$ cat src/rtl/little_responder.sv
// Request/response peer: shift-add multiply of a byte operand plus a running word sum.
// Define LITTLE_RESPONDER_SAT_EN to saturate the running sum instead of wrapping it.
module little_responder #(
  parameter int DATA_W = 8,
  parameter int WORD_W = 32
) (
  input  logic                  clk,
  input  logic                  reset,
  input  logic                  in_valid,
  output logic                  in_ready,
  input  logic [DATA_W-1:0]     in_byte,
  input  logic [WORD_W-1:0]     in_word,
  output logic                  out_valid,
  input  logic                  out_ready,
  output logic [2*DATA_W-1:0]   out_half,
  output logic [WORD_W-1:0]     out_word,
  output logic                  busy
);

  localparam int CNT_W = (DATA_W > 1) ? $clog2(DATA_W) : 1;
  localparam logic [CNT_W-1:0] CNT_LAST = CNT_W'(DATA_W - 1);
  localparam logic [CNT_W-1:0] CNT_ONE  = CNT_W'(1);

  typedef enum logic [1:0] {
    S_IDLE = 2'd0,
    S_MUL  = 2'd1,
    S_RESP = 2'd2
  } state_t;

  state_t                r_state;
  logic [DATA_W-1:0]     r_mcand;
  logic [DATA_W-1:0]     r_mplier;
  logic [2*DATA_W-1:0]   r_acc;
  logic [CNT_W-1:0]      r_cnt;
  logic [WORD_W-1:0]     r_sum;
  logic                  r_in_ready;
  logic                  r_out_valid;
  logic [2*DATA_W-1:0]   r_out_half;
  logic [WORD_W-1:0]     r_out_word;
  logic                  r_busy;

  logic [2*DATA_W-1:0]   w_partial;
  logic [2*DATA_W-1:0]   w_addend;
  logic [2*DATA_W-1:0]   w_acc_next;

  // Running-sum update: wraps by default, clamps at all-ones when saturation is built in.
  function automatic logic [WORD_W-1:0] sum_update(input logic [WORD_W-1:0] a,
                                                   input logic [WORD_W-1:0] b);
    logic [WORD_W:0] full;
    full = {1'b0, a} + {1'b0, b};
`ifdef LITTLE_RESPONDER_SAT_EN
    if (full[WORD_W]) begin
      return {WORD_W{1'b1}};
    end else begin
      return full[WORD_W-1:0];
    end
`else
    return full[WORD_W-1:0];
`endif
  endfunction

  // One shift-add step: shifted multiplicand added when the current multiplier bit is set.
  always_comb begin
    w_partial  = {{DATA_W{1'b0}}, r_mcand} << r_cnt;
    if (r_mplier[r_cnt]) begin
      w_addend = w_partial;
    end else begin
      w_addend = {(2*DATA_W){1'b0}};
    end
    w_acc_next = r_acc + w_addend;
  end

  // Sequencer FSM with all handshake and result outputs registered.
  always_ff @(posedge clk or negedge reset) begin
    if (!reset) begin
      r_state     <= S_IDLE;
      r_mcand     <= {DATA_W{1'b0}};
      r_mplier    <= {DATA_W{1'b0}};
      r_acc       <= {(2*DATA_W){1'b0}};
      r_cnt       <= {CNT_W{1'b0}};
      r_sum       <= {WORD_W{1'b0}};
      r_in_ready  <= 1'b1;
      r_out_valid <= 1'b0;
      r_out_half  <= {(2*DATA_W){1'b0}};
      r_out_word  <= {WORD_W{1'b0}};
      r_busy      <= 1'b0;
    end else begin
      case (r_state)
        S_IDLE: begin
          if (in_valid) begin
            r_mcand    <= in_byte;
            r_mplier   <= in_word[DATA_W-1:0];
            r_acc      <= {(2*DATA_W){1'b0}};
            r_cnt      <= {CNT_W{1'b0}};
            r_sum      <= sum_update(r_sum, in_word);
            r_in_ready <= 1'b0;
            r_busy     <= 1'b1;
            r_state    <= S_MUL;
          end else begin
            r_in_ready <= 1'b1;
            r_busy     <= 1'b0;
          end
        end
        S_MUL: begin
          r_acc <= w_acc_next;
          r_cnt <= r_cnt + CNT_ONE;
          // The last bit's step is folded straight into the published product.
          if (r_cnt == CNT_LAST) begin
            r_out_half  <= w_acc_next;
            r_out_word  <= r_sum;
            r_out_valid <= 1'b1;
            r_state     <= S_RESP;
          end else begin
            r_state     <= S_MUL;
          end
        end
        S_RESP: begin
          if (out_ready) begin
            r_out_valid <= 1'b0;
            r_in_ready  <= 1'b1;
            r_busy      <= 1'b0;
            r_state     <= S_IDLE;
          end else begin
            r_out_valid <= 1'b1;
          end
        end
        default: begin
          r_out_valid <= 1'b0;
          r_in_ready  <= 1'b1;
          r_busy      <= 1'b0;
          r_state     <= S_IDLE;
        end
      endcase
    end
  end

  assign in_ready  = r_in_ready;
  assign out_valid = r_out_valid;
  assign out_half  = r_out_half;
  assign out_word  = r_out_word;
  assign busy      = r_busy;

endmodule

$ cat config.mk
export PLATFORM = sky130hd
export DESIGN_NAME = little_responder
export DESIGN_NICKNAME = d
export VERILOG_FILES = /design/src/rtl/little_responder.sv
export SDC_FILE = /design/constraint.sdc
export NUM_CORES = 1
export LEC_CHECK = 0
export CORE_AREA = 4 4 138 193
export DETAILED_ROUTE_END_ITERATION = 7
export DIE_AREA = 0 0 142 197
export PLACE_DENSITY = 0.44
export SLEW_MARGIN = 20
export SYNTH_ARGS = -nofsm -noshare
export SYNTH_HDL_FRONTEND = slang
export SYNTH_SLANG_ARGS = --single-unit
$ cat constraint.sdc
create_clock -name clk -period 5.93 [get_ports clk]
set_clock_uncertainty 0.15 [all_clocks]
set_input_delay 0.593 -clock clk [delete_from_list [all_inputs] [get_ports clk]]
set_output_delay 0.593 -clock clk [all_outputs]
set_load 0.1 [all_outputs]
==> results of run 1 <==
==> per-stage QoR <==
stage          hold slack, ns  std cells  area, um2
2_1_floorplan           0.147        779       7390
3_3_place_gp            0.311       1159       8610
4_1_cts                 0.192       1191       9240
3_5_place_dp            0.310       1159       8610
6_report                0.150       1191       9240
5_1_grt                 0.230       1191       9240
==> worst paths after layout <==
check                                   startpoint                        to  slack [ns]  cells past startpoint
max                           r_cnt[0]$_DFFE_PN0P_  out_half[12]$_DFFE_PN0P_        1.91                     12
min                                          reset  out_half[13]$_DFFE_PN0P_        0.15                      1
max reg2reg                   r_cnt[0]$_DFFE_PN0P_  out_half[12]$_DFFE_PN0P_        1.91                     12
min reg2reg                r_mplier[6]$_DFFE_PN0P_   r_mplier[6]$_DFFE_PN0P_        0.32                      2
max in group asynchronous                    reset     r_sum[21]$_DFFE_PN0P_        4.25                      2
min in group clk           r_mplier[6]$_DFFE_PN0P_   r_mplier[6]$_DFFE_PN0P_        0.32                      2
==> logic make-up (layout without fill, tap and decap cells) <==
| kind of cell | Yosys count | after routing | share of synthesized area |
|---|---|---|---|
| and+or+nand+nor | 243 | 243 | 0.145 |
| DFF | 120 | 120 | 0.407 |
| AOI/OAI and AO/OA | 211 | 211 | 0.184 |
| xor gates and xnor gates | 40 | 40 | 0.0474 |
| muxes | 62 | 62 | 0.0957 |
| buffers and inverters | 50 | 147 | 0.0295 |
| adders and majority gates | 53 | 53 | 0.0918 |
==> registers in the layout, indices dropped and copies added (netlist names) <==
signal and cells:
out_half 16, out_word 32, busy 1, r_mcand 8, r_state 2, out_valid 1
r_sum 32, in_ready 1, r_cnt 3, r_mplier 8, r_acc 16
==> critical path, cell delays in order, from the launching register on <==
cell,delay [ns]
dfrtp_1,0.71
mux4_2,0.57
nand2_1,0.16
nor3_1,0.08
ha_1,0.24
fa_1,0.41
a21o_1,0.19
a21oi_1,0.22
nor2b_1,0.10
o22ai_1,0.40
o21ai_0,0.21
xor2_1,0.19
mux2_2,0.27
==> cell usage after synthesis (3+ instances only) <==
cell type,count,area (um2)
nand4_1,9,56.3
and2_1,3,18.8
nor2_1,52,195
nand2_1,126,473
a22o_1,12,105
clkbuf_1,29,109
dfrtp_1,119,2980
o31ai_1,3,22.5
nand3_1,12,60.1
o21ai_0,62,310
a211oi_1,8,60.1
a21o_1,16,120
and3_1,4,25.0
a21o_2,4,35.0
a21boi_0,3,22.5
nor3_1,9,45.0
inv_1,16,60.1
ha_1,51,638
o221ai_1,3,26.3
a21oi_1,58,290
o21bai_1,8,60.1
xor2_1,17,149
mux2_2,49,552
o211ai_1,6,45.0
nor2b_1,7,43.8
mux2i_1,11,110
nand2b_1,6,37.5
o21a_1,6,45.0
xnor2_1,23,201
a31oi_1,6,37.5
==> metal layers <==
layer  vias to the layer above  wire (um)  GRT usage
li1                       2956          -          -
met1                      2800       8600      0.174
met2                        92      10300      0.265
met3                        27        621     0.0311
met4                         0        391     0.0526
met5                         -          0          0
==> area by class of cell <==
type                    count  area [um2]
clock inverters            11         145
well taps                 315         394
repair buffers             99         976
multi-input cells         609        4180
inverters                  16        60.1
clock buffers              21         480
fillers                  2515       15500
flip-flops and latches    120        3000
==> results.md, run 1 <==
* Status: finished clean
* Largest net degree at the start of global routing at 73
* Post-synth top flop: dfrtp_1
* Rel. slew slack at 0.309
* Routed WL per cell at 16.8 um
* Critical Path Start Type: flip-flop
* Number of H-tree levels at 4
* Die Y at 197 um
* Cts hold-fix bufs at 0
* Most frequent cells in the layout: 124 x nand2_1, 119 x dfrtp_1, 93 x clkdlybuf4s50_1
* Setup bufs post-CTS at 0
* CP endpoint kind: flip-flop
* Sink Count at 120
* Sequential element share of the synthesized area at 0.407
* Ant. Diodes at 0
* Std-Cell Rows at 68
* Vias at 5875
* Slew Limit Fails at 0
* Vias in the first global route at 6224
* Mapped Area at 0.00739 mm2
* Port Buffer Count at 94
* Place WS at 1.90 ns
* Nets at 960
* RSZ-0062 raised after global routing: false
* First-pass GRT wire length at 32.9 mm
* Post-cts repair resize count at 0
* Crit Path Category: flip-flop to flip-flop
* Synth Instances at 779
* Yosys warning count at 0
* Syn_nets at 876
* Root buffer cell: clkbuf_16
* Final WL at 20.0 mm
* GPL Wtd Cong at 0.810
* Final Hold Vio Count at 0
* Fmax at 0.249 GHz
* Worst EP arrival at 4.18 ns
* Initial antenna violation count at 0
* Setup violation total in the final timing report at 0
* Layout cells sized above 1 at 0.127
* Post-route ant nets at 0
* Total GRT Usage at 0.148
* HPWL Detailed at 15.0 mm
* Initial core utilization at 0.298
* Via density at 4.93
* Post-synth cell types at 64
* CTS tree: done
* Mapped Avg Cell Area at 9.49 um2
* Post-synth EDFFs at 0
* DRC at 0
* Layout area overhead at 25.0%
* Initial DRC count at 225
* Max Cap Viol at 0
* Async SR Flop Fraction at 1.00
* Leading cell type in the layout, fill and taps excluded: nand2_1
* Worst hold path class: primary input to asynchronous set/reset pin
* Die extent in x at 142 um
* Worst-Margin Slew at 1.03 ns
* Worst-path clk slew at 0.06 ns
* Final worst slack at 1.91 ns
* WP data required at 6.09 ns
* #FFs+latches synth at 120
* Final design utilization at 0.373
* Core Box Area at 0.0248 mm2
* Grt total ovfl at 0
* TNS Setup at 0 ns
* Fin crit share at 0.678
* CTS max path bufs at 2
* CP max FO at 15
* Die area at 0.0280 mm2
* Worst-skew pair later-pin latency at 0.43 ns
* Drt pass-1 iters at 4
* Final Critical Period at 4.02 ns
* I/O pins at 95
* CTS Buf Count at 17
Power of run 1 is left out: the tool's default activity adds up to more than one toggle a clock period on the data nets, which glitch-free logic cannot reach.
==> run 2, diff against run 1 <==
==> constraint.sdc (replaced) <==
create_clock -name clk -period 4 [get_ports clk]
set_clock_uncertainty 0.15 [all_clocks]
set_input_delay 0.4 -clock clk [delete_from_list [all_inputs] [get_ports clk]]
set_output_delay 0.4 -clock clk [all_outputs]
set_load 0.1 [all_outputs]
==> run 2 against run 1 <==
Clock-buffer cell count is the same; first-iteration DRC count up 2.7%; sequential cell count did not move; register-to-register slack got worse by 1.6 ns; sequential share of layout area is essentially flat; largest cell class unchanged; highest routed layer unchanged.
==> results.md, run 2 (synthesis results as in run 1) <==
* Status: finished clean
* FF-to-FF Start: r_cnt[0]$_DFFE_PN0P_
* Layout cells sized above 1 at 0.127
* Crit. Startpoint: r_cnt[0]$_DFFE_PN0P_
* CP endpoint: out_half[12]$_DFFE_PN0P_
* Initial core utilization at 0.298
* Std-Cell Rows at 68
* Vias at 5883
* Filler Cell Count at 2501
* DRC at 0
* Worst-skew pair later-pin latency at 0.42 ns
* Max incr delay on CP at 0.53 ns
* Routed WL per cell at 17.0 um
* Crit Reg-Reg Endpoint: out_half[12]$_DFFE_PN0P_
* Slew Limit Fails at 0
* WP buf/inv at 0
* Port Buffer Count at 94
* Leading cell type in the layout, fill and taps excluded: nand2_1
* Setup bufs post-CTS at 0
* Critical Path Start Type: flip-flop
* Vias in the first global route at 6197
* Grt total ovfl at 0
* Cts hold-fix bufs at 1
* Die extent in x at 142 um
* Area post-placement at 0.00866 mm2
* Via density at 4.92
* Worst-Margin Slew at 1.02 ns
* Ant. Diodes at 0
* Number of H-tree levels at 4
* Fin crit share at 0.919
* Metal-1 WL at 8.76 mm
* Final Hold Vio Count at 0
* Initial DRC count at 231
* RSZ-0062 raised after global routing: false
* Final WL at 20.4 mm
* Worst-path clk slew at 0.06 ns
* Final Critical Period at 3.67 ns
* WP data required at 4.16 ns
* Most frequent cells in the layout: 124 x nand2_1, 119 x dfrtp_1, 93 x clkdlybuf4s50_1
* Nets at 965
* WL met2 at 10.7 mm
* Rel. slew slack at 0.320
* Post-route ant nets at 0
* CP cell instances: mux4_2 > nand2_1 > nor3_1 > ha_1 > fa_1 > a21o_1 > a21oi_1 > nor2b_1 > o22ai_1 > o21ai_0 > xor2_1 > mux2_2
* Worst hold path class: flip-flop to flip-flop
* Multi-input gate area at 0.00417 mm2
* Layout area overhead at 25.0%
* Setup violation total in the final timing report at 0
* Initial antenna violation count at 0
* Drt pass-1 iters at 4
* Post-cts repair resize count at 0
* CP max FO at 5
* CP top delay family: compound AO/OA/AOI/OAI gates
* Die Y at 197 um
* Worst reg2reg setup slack at 0.33 ns
* Design Area, Final at 0.00924 mm2
* CP endpoint kind: flip-flop
* HPWL Detailed at 15.3 mm
* CTS tree: done
* Core Box Area at 0.0248 mm2
* TNS Setup at 0 ns
* First-pass GRT wire length at 32.9 mm
* Sink Count at 120
* Uppermost routed layer: met4
* CTS Buf Count at 17
* Critical-path top delay cell: mux4_2
* Register Area at 0.00300 mm2
* Worst EP arrival at 3.84 ns
* CTS max path bufs at 2
* Crit Path Category: flip-flop to flip-flop
* Worst reg2reg path depth at 12
* Final design utilization at 0.373
* Fmax at 0.272 GHz
* Die area at 0.0280 mm2
* I/O pins at 95
* Max Cap Viol at 0
* CP Depth at 12
* GPL Wtd Cong at 0.807
* Met3 wire length at 533 um
* Total GRT Usage at 0.149
* Root buffer cell: clkbuf_16
* Largest net degree at the start of global routing at 62
==> run 2: cell count changes in the layout (fill, tap and decap cells not counted) <==
cell	delta
clkinvlp_4	+1
clkinv_2	-1
dlygate4sd3_1	+1
clkbuf_8	-1
inv_6	+1
a21oi_2	-1
bufinv_16	-2
buf_4	+2
clkbuf_1	+1
a21oi_1	+1
buf_12	+2
==> run 2: final cells by class <==
class                           instances  share of cell area
Multi-Input combinational cell        609               0.452
Clock inverter                         10              0.0104
Tap cell                              315              0.0427
Sequential cell                       120               0.325
Inverter                               16             0.00650
Clock buffer                           21              0.0509
Timing Repair Buffer                  104               0.113
==> run 2: worst min path at each step <==
| stage | end | startpoint | slack, ns | cells past startpoint |
|---|---|---|---|---|
| final | r_mplier[7]$_DFFE_PN0P_ | r_mplier[7]$_DFFE_PN0P_ | 0.32 | 2 |
| after CTS | r_mplier[3]$_DFFE_PN0P_ | r_mplier[3]$_DFFE_PN0P_ | 0.33 | 2 |
| after global routing | r_mplier[3]$_DFFE_PN0P_ | r_mplier[3]$_DFFE_PN0P_ | 0.36 | 2 |
| after floorplan | busy$_DFFE_PN0P_ | reset | -0.05 | 0 |
| after global placement | r_mplier[3]$_DFFE_PN0P_ | r_mplier[3]$_DFFE_PN0P_ | 0.31 | 2 |
| after detailed placement | r_mplier[3]$_DFFE_PN0P_ | r_mplier[3]$_DFFE_PN0P_ | 0.31 | 2 |
==> run 2: metrics by stage <==
stage / instances / setup slack, ns / hold slack [ns]
after floorplan: 779 / 0.566 / -0.0456
after detailed placement: 1163 / 0.301 / 0.313
after CTS: 1195 / 0.293 / 0.328
final: 1195 / 0.325 / 0.321
after global routing: 1195 / 0.0260 / 0.357
after global placement: 1163 / 0.334 / 0.311
==> run 2: worst min-delay path: stages (launching register included) <==
cell and delay, ns:
dfrtp_1 0.34, nand2_1 0.05, nand2_1 0.05
==> run 2: routing by layer <==
metal  global-route usage  vias to the layer above
met5                    0                        -
met3               0.0291                       19
met2                0.271                       97
met4               0.0473                        0
met1                0.174                     2810
li1                     -                     2957
Power of run 2 is left out for the same reason.
==> run 3, diff against run 2 <==
==> config.mk (replaced) <==
export PLATFORM = sky130hd
export DESIGN_NAME = little_responder
export DESIGN_NICKNAME = d
export VERILOG_FILES = /design/src/rtl/little_responder.sv
export SDC_FILE = /design/constraint.sdc
export NUM_CORES = 1
export LEC_CHECK = 0
export CORE_AREA = 4 4 99 148
export DETAILED_ROUTE_END_ITERATION = 7
export DIE_AREA = 0 0 103 152
export PLACE_DENSITY = 0.76
export SYNTH_ARGS = -nofsm -noshare
export SYNTH_HDL_FRONTEND = slang
export SYNTH_SLANG_ARGS = --single-unit
==> run 3 against run 2 <==
The flow now finishes with violations (hold timing); final area down 1.8%; wire length down 8.6%; critical path depth unchanged; critical endpoint unchanged; largest cell class unchanged.
==> results.md, run 3 (synthesis results as in run 1) <==
* Layout area overhead at 22.8%
* Vias in the first global route at 6545
* M2 GR Usage at 0.439
* Worst-path clk slew at 0.06 ns
* Final Critical Period at 3.70 ns
* FF-to-FF Start: r_cnt[0]$_DFFE_PN0P_
* Rel. slew slack at 0.322
* TNS Setup at 0 ns
* Core Box Area at 0.0134 mm2
* Fin Hold WS at -0.0297 ns
* Area post-placement at 0.00845 mm2
* Worst EP arrival at 3.84 ns
* Grt met3 use at 0.0537
* Post-cts repair resize count at 0
* Initial core utilization at 0.551
* RSZ-0062 raised after global routing: false
* Worst-skew pair later-pin latency at 0.41 ns
* Worst hold path class: primary input to asynchronous set/reset pin
* Max incr delay on CP at 0.45 ns
* Critical-path top delay cell: a2111o_1
* Initial antenna violation count at 0
* Nets at 964
* Final WL at 18.6 mm
* Setup violation total in the final timing report at 0
* Via density at 5.96
* Final Hold Vio Count at 28
* Crit Reg-Reg Endpoint: out_half[12]$_DFFE_PN0P_
* Crit Path Category: flip-flop to flip-flop
* WP data required at 4.14 ns
* Failing checks: hold timing
* Std-Cell Rows at 52
* First-pass GRT wire length at 31.4 mm
* Max Cap Viol at 0
* Die Y at 152 um
* CP top delay family: compound AO/OA/AOI/OAI gates
* Leading cell type in the layout, fill and taps excluded: nand2_1
* Ant. Diodes at 0
* CTS tree: done
* DRC at 0
* Design Area, Final at 0.00907 mm2
* Worst-Margin Slew at 1.01 ns
* Slew Limit Fails at 0
* Post-route ant nets at 0
* Vias at 6210
* Die area at 0.0157 mm2
* Port Buffer Count at 94
* Drt pass-1 iters at 5
* GPL Wtd Cong at 0.946
* CP max FO at 12
* Worst reg2reg setup slack at 0.30 ns
* GR Util met1 at 0.285
* Worst reg2reg path depth at 12
* Setup bufs post-CTS at 0
* CTS Buf Count at 17
* Die extent in x at 103 um
* Filler Cell Count at 1075
* Status: finished, violations left
* Global routing's busiest layer: met2
* Fin crit share at 0.925
* Fmax at 0.270 GHz
* Layout cells sized above 1 at 0.131
* CP endpoint kind: flip-flop
* I/O pins at 95
* WP buf/inv at 1
* Critical Path Start Type: flip-flop
* Grt total ovfl at 0
* Total GRT Usage at 0.250
* Initial DRC count at 346
* Sink Count at 120
* Routed WL per cell at 17.9 um
* Number of H-tree levels at 4
* Most frequent cells in the layout: 124 x nand2_1, 119 x dfrtp_1, 93 x clkdlybuf4s50_1
* Root buffer cell: clkbuf_16
* Cts hold-fix bufs at 0
* Largest net degree at the start of global routing at 75
* CTS max path bufs at 2
* CP cell instances: buf_4 > mux2_2 > mux2i_1 > nor2_1 > a21oi_1 > nor2_1 > ha_1 > a2111o_1 > o22ai_1 > o21ai_0 > xor2_1 > mux2_2
* HPWL Detailed at 14.1 mm
run 3: worst max path at each step:
stage | start | endpoint | slack [ns] | depth (start not counted)
4_1_cts | r_cnt[0]$_DFFE_PN0P_ | out_half[10]$_DFFE_PN0P_ | 0.34 | 12
3_3_place_gp | r_cnt[0]$_DFFE_PN0P_ | out_half[10]$_DFFE_PN0P_ | 0.48 | 12
5_1_grt | r_cnt[0]$_DFFE_PN0P_ | out_half[12]$_DFFE_PN0P_ | 0.08 | 12
6_report | r_cnt[0]$_DFFE_PN0P_ | out_half[12]$_DFFE_PN0P_ | 0.30 | 12
2_1_floorplan | r_cnt[0]$_DFFE_PN0P_ | out_half[10]$_DFFE_PN0P_ | 0.57 | 13
3_5_place_dp | r_cnt[0]$_DFFE_PN0P_ | out_half[10]$_DFFE_PN0P_ | 0.36 | 12
run 3: layer usage:
| metal | vias to the layer above | part of all wire |
|---|---|---|
| met1 | 3016 | 0.38 |
| met4 | 0 | 0.034 |
| met3 | 54 | 0.046 |
| met5 | - | 0 |
| met2 | 184 | 0.54 |
| li1 | 2956 | - |
run 3: final cells by class:
class                   count  area (um2)  area share
clock buffers              19         453      0.0499
clock inverters            13         169      0.0186
inverters                  16        60.1     0.00662
multi-input cells         609        4180       0.460
flip-flops and latches    120        3000       0.331
well taps                 162         203      0.0223
repair buffers            103        1010       0.111
run 3: per-stage QoR:
| stage | util | hold WS (ns) | worst slack (ns) | instances |
|---|---|---|---|---|
| floorplan | - | -0.0456 | 0.566 | 779 |
| global placement | 0.630 | 0.310 | 0.475 | 1010 |
| detailed placement | 0.630 | 0.320 | 0.360 | 1010 |
| CTS | 0.677 | 0.0201 | 0.339 | 1042 |
| global route | 0.677 | 0.0412 | 0.0825 | 1042 |
| finish | 0.677 | -0.0297 | 0.302 | 1042 |
run 3: worst register-to-register path, cell delays in order (launching register included):
cell and delay, ns:
dfrtp_1 0.43, buf_4 0.24, mux2_2 0.37, mux2i_1 0.21, nor2_1 0.08, a21oi_1 0.14
nor2_1 0.06, ha_1 0.40, a2111o_1 0.45, o22ai_1 0.41, o21ai_0 0.19, xor2_1 0.18
mux2_2 0.27
Power of run 3 is left out for the same reason.
